File: src/rtl/morse_rec_ctrl_if.sv
// Recorder and symbol handshake bundle for morse_rec_ctrl.
// master = controller side, slave = recorder/decoder side.
interface morse_rec_ctrl_if #(
  parameter int WID     = 32,
  parameter int MAX_SYM = 5
);
  logic                   rec_end;
  logic [4:0]             rec_count;
  logic [MAX_SYM*WID-1:0] rec_values;
  logic                   rec_rst;
  logic                   sym_valid;
  logic                   sym_ready;
  logic [MAX_SYM-1:0]     sym_code;
  logic [2:0]             sym_len;
  logic                   sym_err;

  modport master (
    input  rec_end, rec_count, rec_values, sym_ready,
    output rec_rst, sym_valid, sym_code, sym_len, sym_err
  );

  modport slave (
    output rec_end, rec_count, rec_values, sym_ready,
    input  rec_rst, sym_valid, sym_code, sym_len, sym_err
  );
endinterface

File: src/rtl/morse_rec_ctrl.sv
// Morse recorder sequencer: latch pulses, classify dot/dash, hand off one symbol, reset recorder.
// Optional MORSE_CTRL_STATS_EN adds saturating stat_sym / stat_err counters.
module morse_rec_ctrl #(
  parameter int WID     = 32,
  parameter int MAX_SYM = 5,
  parameter int DASH_TH = 15,
  parameter int RST_CYC = 2
) (
  input  logic            clk,
  input  logic            reset,
  morse_rec_ctrl_if.master bus
`ifdef MORSE_CTRL_STATS_EN
  ,
  output logic [15:0]     stat_sym,
  output logic [15:0]     stat_err
`endif
);

  localparam logic [2:0] S_IDLE     = 3'd0;
  localparam logic [2:0] S_LATCH    = 3'd1;
  localparam logic [2:0] S_CLASSIFY = 3'd2;
  localparam logic [2:0] S_PRESENT  = 3'd3;
  localparam logic [2:0] S_CLEAR    = 3'd4;
  localparam logic [2:0] S_WAIT_LOW = 3'd5;

  localparam logic [2:0] MAX_L = 3'(MAX_SYM);

  logic [2:0]     state;
  logic [2:0]     idx;
  logic [2:0]     lat_len;
  logic [WID-1:0] val [MAX_SYM];
  logic [7:0]     rst_cnt;
  logic           over;
  logic [2:0]     clip_len;

  always_comb begin
    over     = bus.rec_count > 5'(MAX_SYM);
    clip_len = over ? MAX_L : bus.rec_count[2:0];
  end

  always_ff @(posedge clk or posedge reset) begin
    if (reset) begin
      state         <= S_IDLE;
      idx           <= '0;
      lat_len       <= '0;
      rst_cnt       <= '0;
      bus.rec_rst   <= 1'b0;
      bus.sym_valid <= 1'b0;
      bus.sym_code  <= '0;
      bus.sym_len   <= '0;
      bus.sym_err   <= 1'b0;
      for (int i = 0; i < MAX_SYM; i++) val[i] <= '0;
    end else begin
      case (state)
        S_IDLE: begin
          if (bus.rec_end) state <= S_LATCH;
        end
        S_LATCH: begin
          for (int i = 0; i < MAX_SYM; i++) val[i] <= bus.rec_values[i*WID +: WID];
          lat_len      <= clip_len;
          idx          <= '0;
          bus.sym_code <= '0;
          if (clip_len == 3'd0) begin
            // Empty recording: nothing to present, just reset the recorder.
            bus.sym_err <= 1'b0;
            bus.rec_rst <= 1'b1;
            rst_cnt     <= '0;
            state       <= S_CLEAR;
          end else begin
            bus.sym_err <= over;
            state       <= S_CLASSIFY;
          end
        end
        S_CLASSIFY: begin
          bus.sym_code[idx] <= (val[idx] >= WID'(DASH_TH));
          if (idx == lat_len - 3'd1) begin
            bus.sym_len   <= lat_len;
            bus.sym_valid <= 1'b1;
            state         <= S_PRESENT;
          end else begin
            idx <= idx + 3'd1;
          end
        end
        S_PRESENT: begin
          if (bus.sym_ready) begin
            bus.sym_valid <= 1'b0;
            bus.sym_code  <= '0;
            bus.sym_len   <= '0;
            bus.sym_err   <= 1'b0;
            bus.rec_rst   <= 1'b1;
            rst_cnt       <= '0;
            state         <= S_CLEAR;
          end
        end
        S_CLEAR: begin
          if (rst_cnt == 8'(RST_CYC - 1)) begin
            bus.rec_rst <= 1'b0;
            state       <= S_WAIT_LOW;
          end else begin
            rst_cnt <= rst_cnt + 8'd1;
          end
        end
        S_WAIT_LOW: begin
          // Hold off until the recorder drops its flag so a stale end is not reprocessed.
          if (!bus.rec_end) state <= S_IDLE;
        end
        default: state <= S_IDLE;
      endcase
    end
  end

`ifdef MORSE_CTRL_STATS_EN
  always_ff @(posedge clk or posedge reset) begin
    if (reset) begin
      stat_sym <= '0;
      stat_err <= '0;
    end else begin
      if (state == S_PRESENT && bus.sym_ready && stat_sym != 16'hFFFF)
        stat_sym <= stat_sym + 16'd1;
      if (state == S_LATCH && (over || clip_len == 3'd0) && stat_err != 16'hFFFF)
        stat_err <= stat_err + 16'd1;
    end
  end
`endif

endmodule

File: src/flat_wrapper.sv
// flat-port wrapper written by rule: the top's interface ports become plain ports
module morse_rec_ctrl_flat 
#(
  parameter int WID     = 32,
  parameter int MAX_SYM = 5,
  parameter int DASH_TH = 15,
  parameter int RST_CYC = 2
)
  (clk, reset, bus_rec_end, bus_rec_count, bus_rec_values, bus_sym_ready, bus_rec_rst, bus_sym_valid, bus_sym_code, bus_sym_len, bus_sym_err);
  morse_rec_ctrl_if #(.WID(WID), .MAX_SYM(MAX_SYM)) bus_i ();
  input  logic clk;
  input  logic reset;
  input wire logic [$bits(bus_i.rec_end)-1:0] bus_rec_end;
  input wire logic [$bits(bus_i.rec_count)-1:0] bus_rec_count;
  input wire logic [$bits(bus_i.rec_values)-1:0] bus_rec_values;
  input wire logic [$bits(bus_i.sym_ready)-1:0] bus_sym_ready;
  output wire logic [$bits(bus_i.rec_rst)-1:0] bus_rec_rst;
  output wire logic [$bits(bus_i.sym_valid)-1:0] bus_sym_valid;
  output wire logic [$bits(bus_i.sym_code)-1:0] bus_sym_code;
  output wire logic [$bits(bus_i.sym_len)-1:0] bus_sym_len;
  output wire logic [$bits(bus_i.sym_err)-1:0] bus_sym_err;
  assign bus_i.rec_end = bus_rec_end;
  assign bus_i.rec_count = bus_rec_count;
  assign bus_i.rec_values = bus_rec_values;
  assign bus_i.sym_ready = bus_sym_ready;
  assign bus_rec_rst = bus_i.rec_rst;
  assign bus_sym_valid = bus_i.sym_valid;
  assign bus_sym_code = bus_i.sym_code;
  assign bus_sym_len = bus_i.sym_len;
  assign bus_sym_err = bus_i.sym_err;
  morse_rec_ctrl #(.WID(WID), .MAX_SYM(MAX_SYM), .DASH_TH(DASH_TH), .RST_CYC(RST_CYC)) u_core (.clk(clk), .reset(reset), .bus(bus_i));
endmodule
File: config.mk
export PLATFORM = sky130hd
export DESIGN_NAME = morse_rec_ctrl_flat
export DESIGN_NICKNAME = d
export VERILOG_FILES = /design/src/rtl/morse_rec_ctrl_if.sv /design/src/rtl/morse_rec_ctrl.sv /design/src/flat_wrapper.sv
export SDC_FILE = /design/constraint.sdc
export NUM_CORES = 1
export LEC_CHECK = 0
export ABC_CLOCK_PERIOD_IN_PS = 19250
export CAP_MARGIN = 30
export CORE_UTILIZATION = 50
export DETAILED_ROUTE_END_ITERATION = 6
export GPL_TIMING_DRIVEN = 0
export PLACE_DENSITY = 0.75
export SYNTH_ARGS = -nofsm -noshare
export SYNTH_HDL_FRONTEND = slang
export SYNTH_SLANG_ARGS = --single-unit
File: constraint.sdc
create_clock -name clk -period 19.25 [get_ports clk]
set_clock_uncertainty 0.05 [all_clocks]
set_input_delay 4.8125 -clock clk [delete_from_list [all_inputs] [get_ports clk]]
set_output_delay 4.8125 -clock clk [all_outputs]
set_load 0.03 [all_outputs]
* Yosys cells after proc, flatten, opt, wreduce, memory -nomap -nowiden *
Cells that the tools add are included.

word-level totals
  flip-flop bits (word level) = 188
  bits in latches = 0
  RAM bits = 0
  memory bits (read-only) = 0
  input port bits = 169
  output and inout bits = 11
  logic and storage cells = 87
  memories = 0

operators by class
  add/sub/neg operators = 3
  $mul = 0
  div/mod/pow operators = 0
  $lt $le $gt $ge = 5
  equal/unequal tests = 15
  shift-type cells = 0
  multiplexer cells = 34
  bitwise operators = 1
  reductions and logical operators = 15

operator list
  cell                   count
  $bmux W32 S3           1
  $mux W32               2
  $ge A32 B4 Y1 const B  1
  $mux W3                10
  $mux W8                3
  $pmux W8 S3            1
  $pmux W3 S6            1
  $pmux W5 S3            1
  $pmux W3 S2            2
  $ne A2 B2 Y1 const B   5
  $add A8 B1 Y8 const B  1
  $eq A8 B1 Y1 const B   1
  $reduce_and A4 Y1      2
  $mux W1                7
  $eq A3 B2 Y1 const B   2
  $eq A3 B3 Y1 const B   2
  $logic_not A3 Y1       2
  $ne A2 B1 Y1 const B   3
  $reduce_and A2 Y1      3
  $reduce_bool A2 Y1     3
  $reduce_bool A3 Y1     2
  $bwmux W5              1
  $gt A5 B3 Y1 const B   1
  $mux W5                1
  14 further kinds       15

* Depth between registers and ports, before layout *
  depth after elaboration = 7
  mapped depth = 8
  depth with buffers taken out = 8

* Worst setup path before layout *
No wires, ideal clock.

  kind = input port to flip-flop
  start = input port bus_rec_count[3]
  end = register u_core.rst_cnt[6]
  library setup time = 121 ps
  arrival time = 5988 ps
  data required time = 19079 ps
  slack = 13092 ps
  stages = 6
  path buffers = 0
  cells stage by stage = or3_1 -> o41a_1 -> nor2_1 -> o21ai_1 -> o21ai_1 -> nand2_1

between the ends
  longest elaborated chain between the ends = 5

ends and longest elaborated chain
  item                                line                   source
  start, declared                     flat_wrapper.sv:14     input wire logic [$bits(bus_i.rec_count)-1:0] bus_rec_count;
  $gt A5 B3 Y1                        morse_rec_ctrl.sv:37   over = bus.rec_count > 5'(MAX_SYM);
  $mux W3                             morse_rec_ctrl.sv:38   clip_len = over ? MAX_L : bus.rec_count[2:0];
  $logic_not A3 Y1                    morse_rec_ctrl.sv:63   if (clip_len == 3'd0) begin
  $ne A2 B1 Y1 (no source line)       --
  $reduce_and A4 Y1 (no source line)  --
  end signal, assigned                morse_rec_ctrl.sv:100  rst_cnt <= rst_cnt + 8'd1;
  end, declared                       morse_rec_ctrl.sv:32   logic [7:0] rst_cnt;

No other way between the ends.
A chain may end at the register's enable or synchronous reset.

* Worst setup path after layout *
  start = register u_core.bus.sym_code[0]
  end = output port bus_sym_code[0]

RTL lines
  item                             line                     source
  start, declared                  morse_rec_ctrl_if.sv:19  output rec_rst, sym_valid, sym_code, sym_len, sym_err
  start signal, assigned by index  morse_rec_ctrl.sv:75     bus.sym_code[idx] <= (val[idx] >= WID'(DASH_TH));
  end, declared                    flat_wrapper.sv:19       output wire logic [$bits(bus_i.sym_code)-1:0] bus_sym_code;

No word-level cell between the ends.

==> flow_summary.json <==
{
  "outcome": "complete, no violations",
  "synth.distinct_cells": 51,
  "placed_cells": 1356,
  "r2r-start": "u_core.idx[0]",
  "grt_max_degree": 98,
  "worstReg2RegEnd": "u_core.bus.sym_code[1]",
  "start_util": 0.514,
  "grt-ovfl-total": 0,
  "cts_hold_buf": 0,
  "die-width_microns": 130,
  "nFillCells": 1327,
  "reg2regPathDepth": 7,
  "hold_viol_final": 0,
  "power_density_mw_per_mm2": 162,
  "dp_hpwl_mm": 15.3,
  "slowest_stage": "clkdlybuf4s50_1",
  "ys_seq_area_frac": 0.576,
  "synthToLayoutAreaGrowth_pct": 33.5,
  "synth_cells": 960,
  "cts_root_buffer": "clkbuf_16",
  "tightest_slew_ns": 0.891,
  "synth-edff-count": 0,
  "mostFrequentLayoutCell": "nand2_1",
  "synth-seq-cells": 188,
  "avgSynthCellArea_sq_um": 8.50,
  "clk_latency_ns": 0.43,
  "routed_wl_mm": 21.0,
  "path_cells": "clkdlybuf4s50_1",
  "via_per_inst": 5.11,
  "period_share": 0.332,
  "htree_levels": 4,
  "finalCriticalPeriod_ns": 6.39,
  "hold_path_depth": 2,
  "critPathTopFamily": "buffers and inverters",
  "hold_class": "register to register",
  "drt_iter0_drc": 408,
  "register_area_sq_mm": 0.00470,
  "dieArea_sq_mm": 0.0168,
  "rsz0062_at_grt": "false",
  "fmax_mhz": 157,
  "maxCapViolCount": 0,
  "numPortBuffers": 179,
  "worstPathMaxFanout": 3,
  "syn-num-nets": 1133,
  "yosys_warnings": 0,
  "drv_slew": 0,
  "cts_buffers": 17,
  "fin_nets": 1332,
  "end_kind": "output port",
  "instances_no_fill": 1388,
  "synthArstFlopShare": 1.00,
  "post-cts-setup-buffer-count": 0,
  "r2r_slack_ns": 16.30,
  "multi_input_area_sq_mm": 0.00323,
  "critPathMaxStageDelay_ns": 0.71,
  "wl_per_cell_microns": 15.1,
  "cts.clk_slew.worst_paths_ns": 0.07,
  "netlist_area_sq_mm": 0.00816,
  "core_sq_mm": 0.0159,
  "synth_ff_type": "dfrtp_1",
  "dieHeight_microns": 130,
  "antenna_found_initial": 0,
  "row_count": 46,
  "crit_path_start_kind": "register",
  "dr.pass1.iters": 5,
  "clock_path_buffers": 2,
  "relSlewSlack": 0.406,
  "cp.buffers_inverters": 1,
  "ioPinCount": 180,
  "antenna_left": 0,
  "track_usage": 0.261,
  "antenna-diode-count": 0,
  "min_to": "u_core.val[59]",
  "clock_sinks": 188,
  "leakagePower_nw": 5.23,
  "ctsResizeCount": 0,
  "final_cell_mix": "nand2_1, dfrtp_1, clkdlybuf4s50_1",
  "cts_tree": "yes",
  "setup_tns_ns": 0,
  "grt_pass1_wl_mm": 33.3,
  "vias": 7091,
  "route.detailed.drc": 0,
  "worstHoldStart": "u_core.val[59]",
  "drive_gt1_frac": 0.0375,
  "critical_path_arrival_ns": 1.52,
  "crit_required_ns": 14.39,
  "setup_viol": 0,
  "crit_type": "register to output port",
  "ir_drop_uv": 77.1,
  "place.gp.congestion": 0.812,
  "grt_pass1_vias": 6790
}
[metrics by stage]
| step | instance area, sq um | power, mW | setup slack (ns) | hold WS (ns) | utilization |
|---|---|---|---|---|---|
| 3_3_place_gp | 10200 | 1.36 | 6.94 | 0.400 | 0.644 |
| 5_1_grt | 10900 | 1.91 | 12.82 | 0.439 | 0.686 |
| 6_report | 10900 | 1.77 | 12.86 | 0.421 | 0.686 |
| 4_1_cts | 10900 | 1.77 | 12.86 | 0.424 | 0.686 |
| 3_5_place_dp | 10300 | 1.39 | 12.49 | 0.404 | 0.646 |
| 2_1_floorplan | 8160 | 1.16 | 9.27 | 0.386 | - |
[power by group]
group | switching [mW] | internal (mW)
clock network | 0.154 | 0.225
logic | 0.433 | 0.255
registers | 0.115 | 0.588
[registers in the layout (all words and copies together) (netlist names)]
signal	count
u_core.bus.sym_err	1
u_core.lat_len	3
u_core.val	160
u_core.bus.rec_rst	1
u_core.state	3
u_core.rst_cnt	8
u_core.bus.sym_valid	1
u_core.idx	3
u_core.bus.sym_len	3
u_core.bus.sym_code	5
[how the worst max path moves through the flow]
stage | start | to | slack, ns | depth (start not counted)
after floorplan | reset | u_core.bus.rec_rst | 9.27 | 1
after global placement | reset | u_core.val[79] | 6.94 | 2
after detailed placement | bus_rec_count[3] | u_core.rst_cnt[6] | 12.49 | 7
after CTS | u_core.bus.sym_code[2] | bus_sym_code[2] | 12.86 | 1
after global routing | u_core.bus.sym_code[4] | bus_sym_code[4] | 12.82 | 1
final | u_core.bus.sym_code[0] | bus_sym_code[0] | 12.86 | 1
[area by class of cell]
class | instances | share of cell area
clock inverter | 13 | 0.0172
sequential | 188 | 0.432
buffer | 49 | 0.0179
tap | 216 | 0.0248
timing repair buffer | 180 | 0.167
multi-input combinational | 715 | 0.297
inverter | 8 | 0.00344
clock buffer | 19 | 0.0415
[cells by family (layout without fill, tap and decap cells)]
logic type | after synthesis | after routing | synth area share
buffers and inverters | 57 | 269 | 0.0276
muxes | 4 | 4 | 0.00521
xor gates and xnor gates | 6 | 6 | 0.00644
AOI/OAI and AO/OA | 93 | 93 | 0.0719
adders and majority gates | 4 | 4 | 0.00613
and+or+nand+nor | 608 | 608 | 0.307
DFF | 188 | 188 | 0.576
[cell usage after synthesis (3+ instances only)]
cell type | n | area share
or4_1 | 3 | 0.0028
or3_1 | 5 | 0.0038
nor2b_1 | 5 | 0.0038
ha_1 | 4 | 0.0061
o21ai_0 | 18 | 0.011
nor4_1 | 24 | 0.018
o211ai_1 | 6 | 0.0055
o21ai_1 | 19 | 0.012
a22o_1 | 3 | 0.0032
clkbuf_1 | 38 | 0.017
a22oi_1 | 6 | 0.0055
o41ai_1 | 3 | 0.0032
nand2b_1 | 7 | 0.0054
xnor2_1 | 4 | 0.0043
nand3_1 | 13 | 0.0080
buf_1 | 7 | 0.0032
nand2_1 | 499 | 0.23
and3_1 | 3 | 0.0023
nor3_1 | 8 | 0.0049
nor2_1 | 27 | 0.012
a21oi_1 | 19 | 0.012
a31oi_1 | 7 | 0.0054
buf_2 | 3 | 0.0018
dfrtp_1 | 188 | 0.58
inv_1 | 7 | 0.0032
[tightest hold or removal path, stage by stage (launching register included)]
cell     delay (ns)
dfrtp_1        0.34
nand2_1        0.05
nand2_1        0.06
[layer usage]
layer	global-route usage	vias up	share of wire
met3	0.0508	27	0.046
met5	0	-	0
met2	0.428	197	0.47
met1	0.355	3351	0.46
met4	0.0773	0	0.018
li1	-	3516	-
No activity file was read; power rests on OpenSTA's default activity.
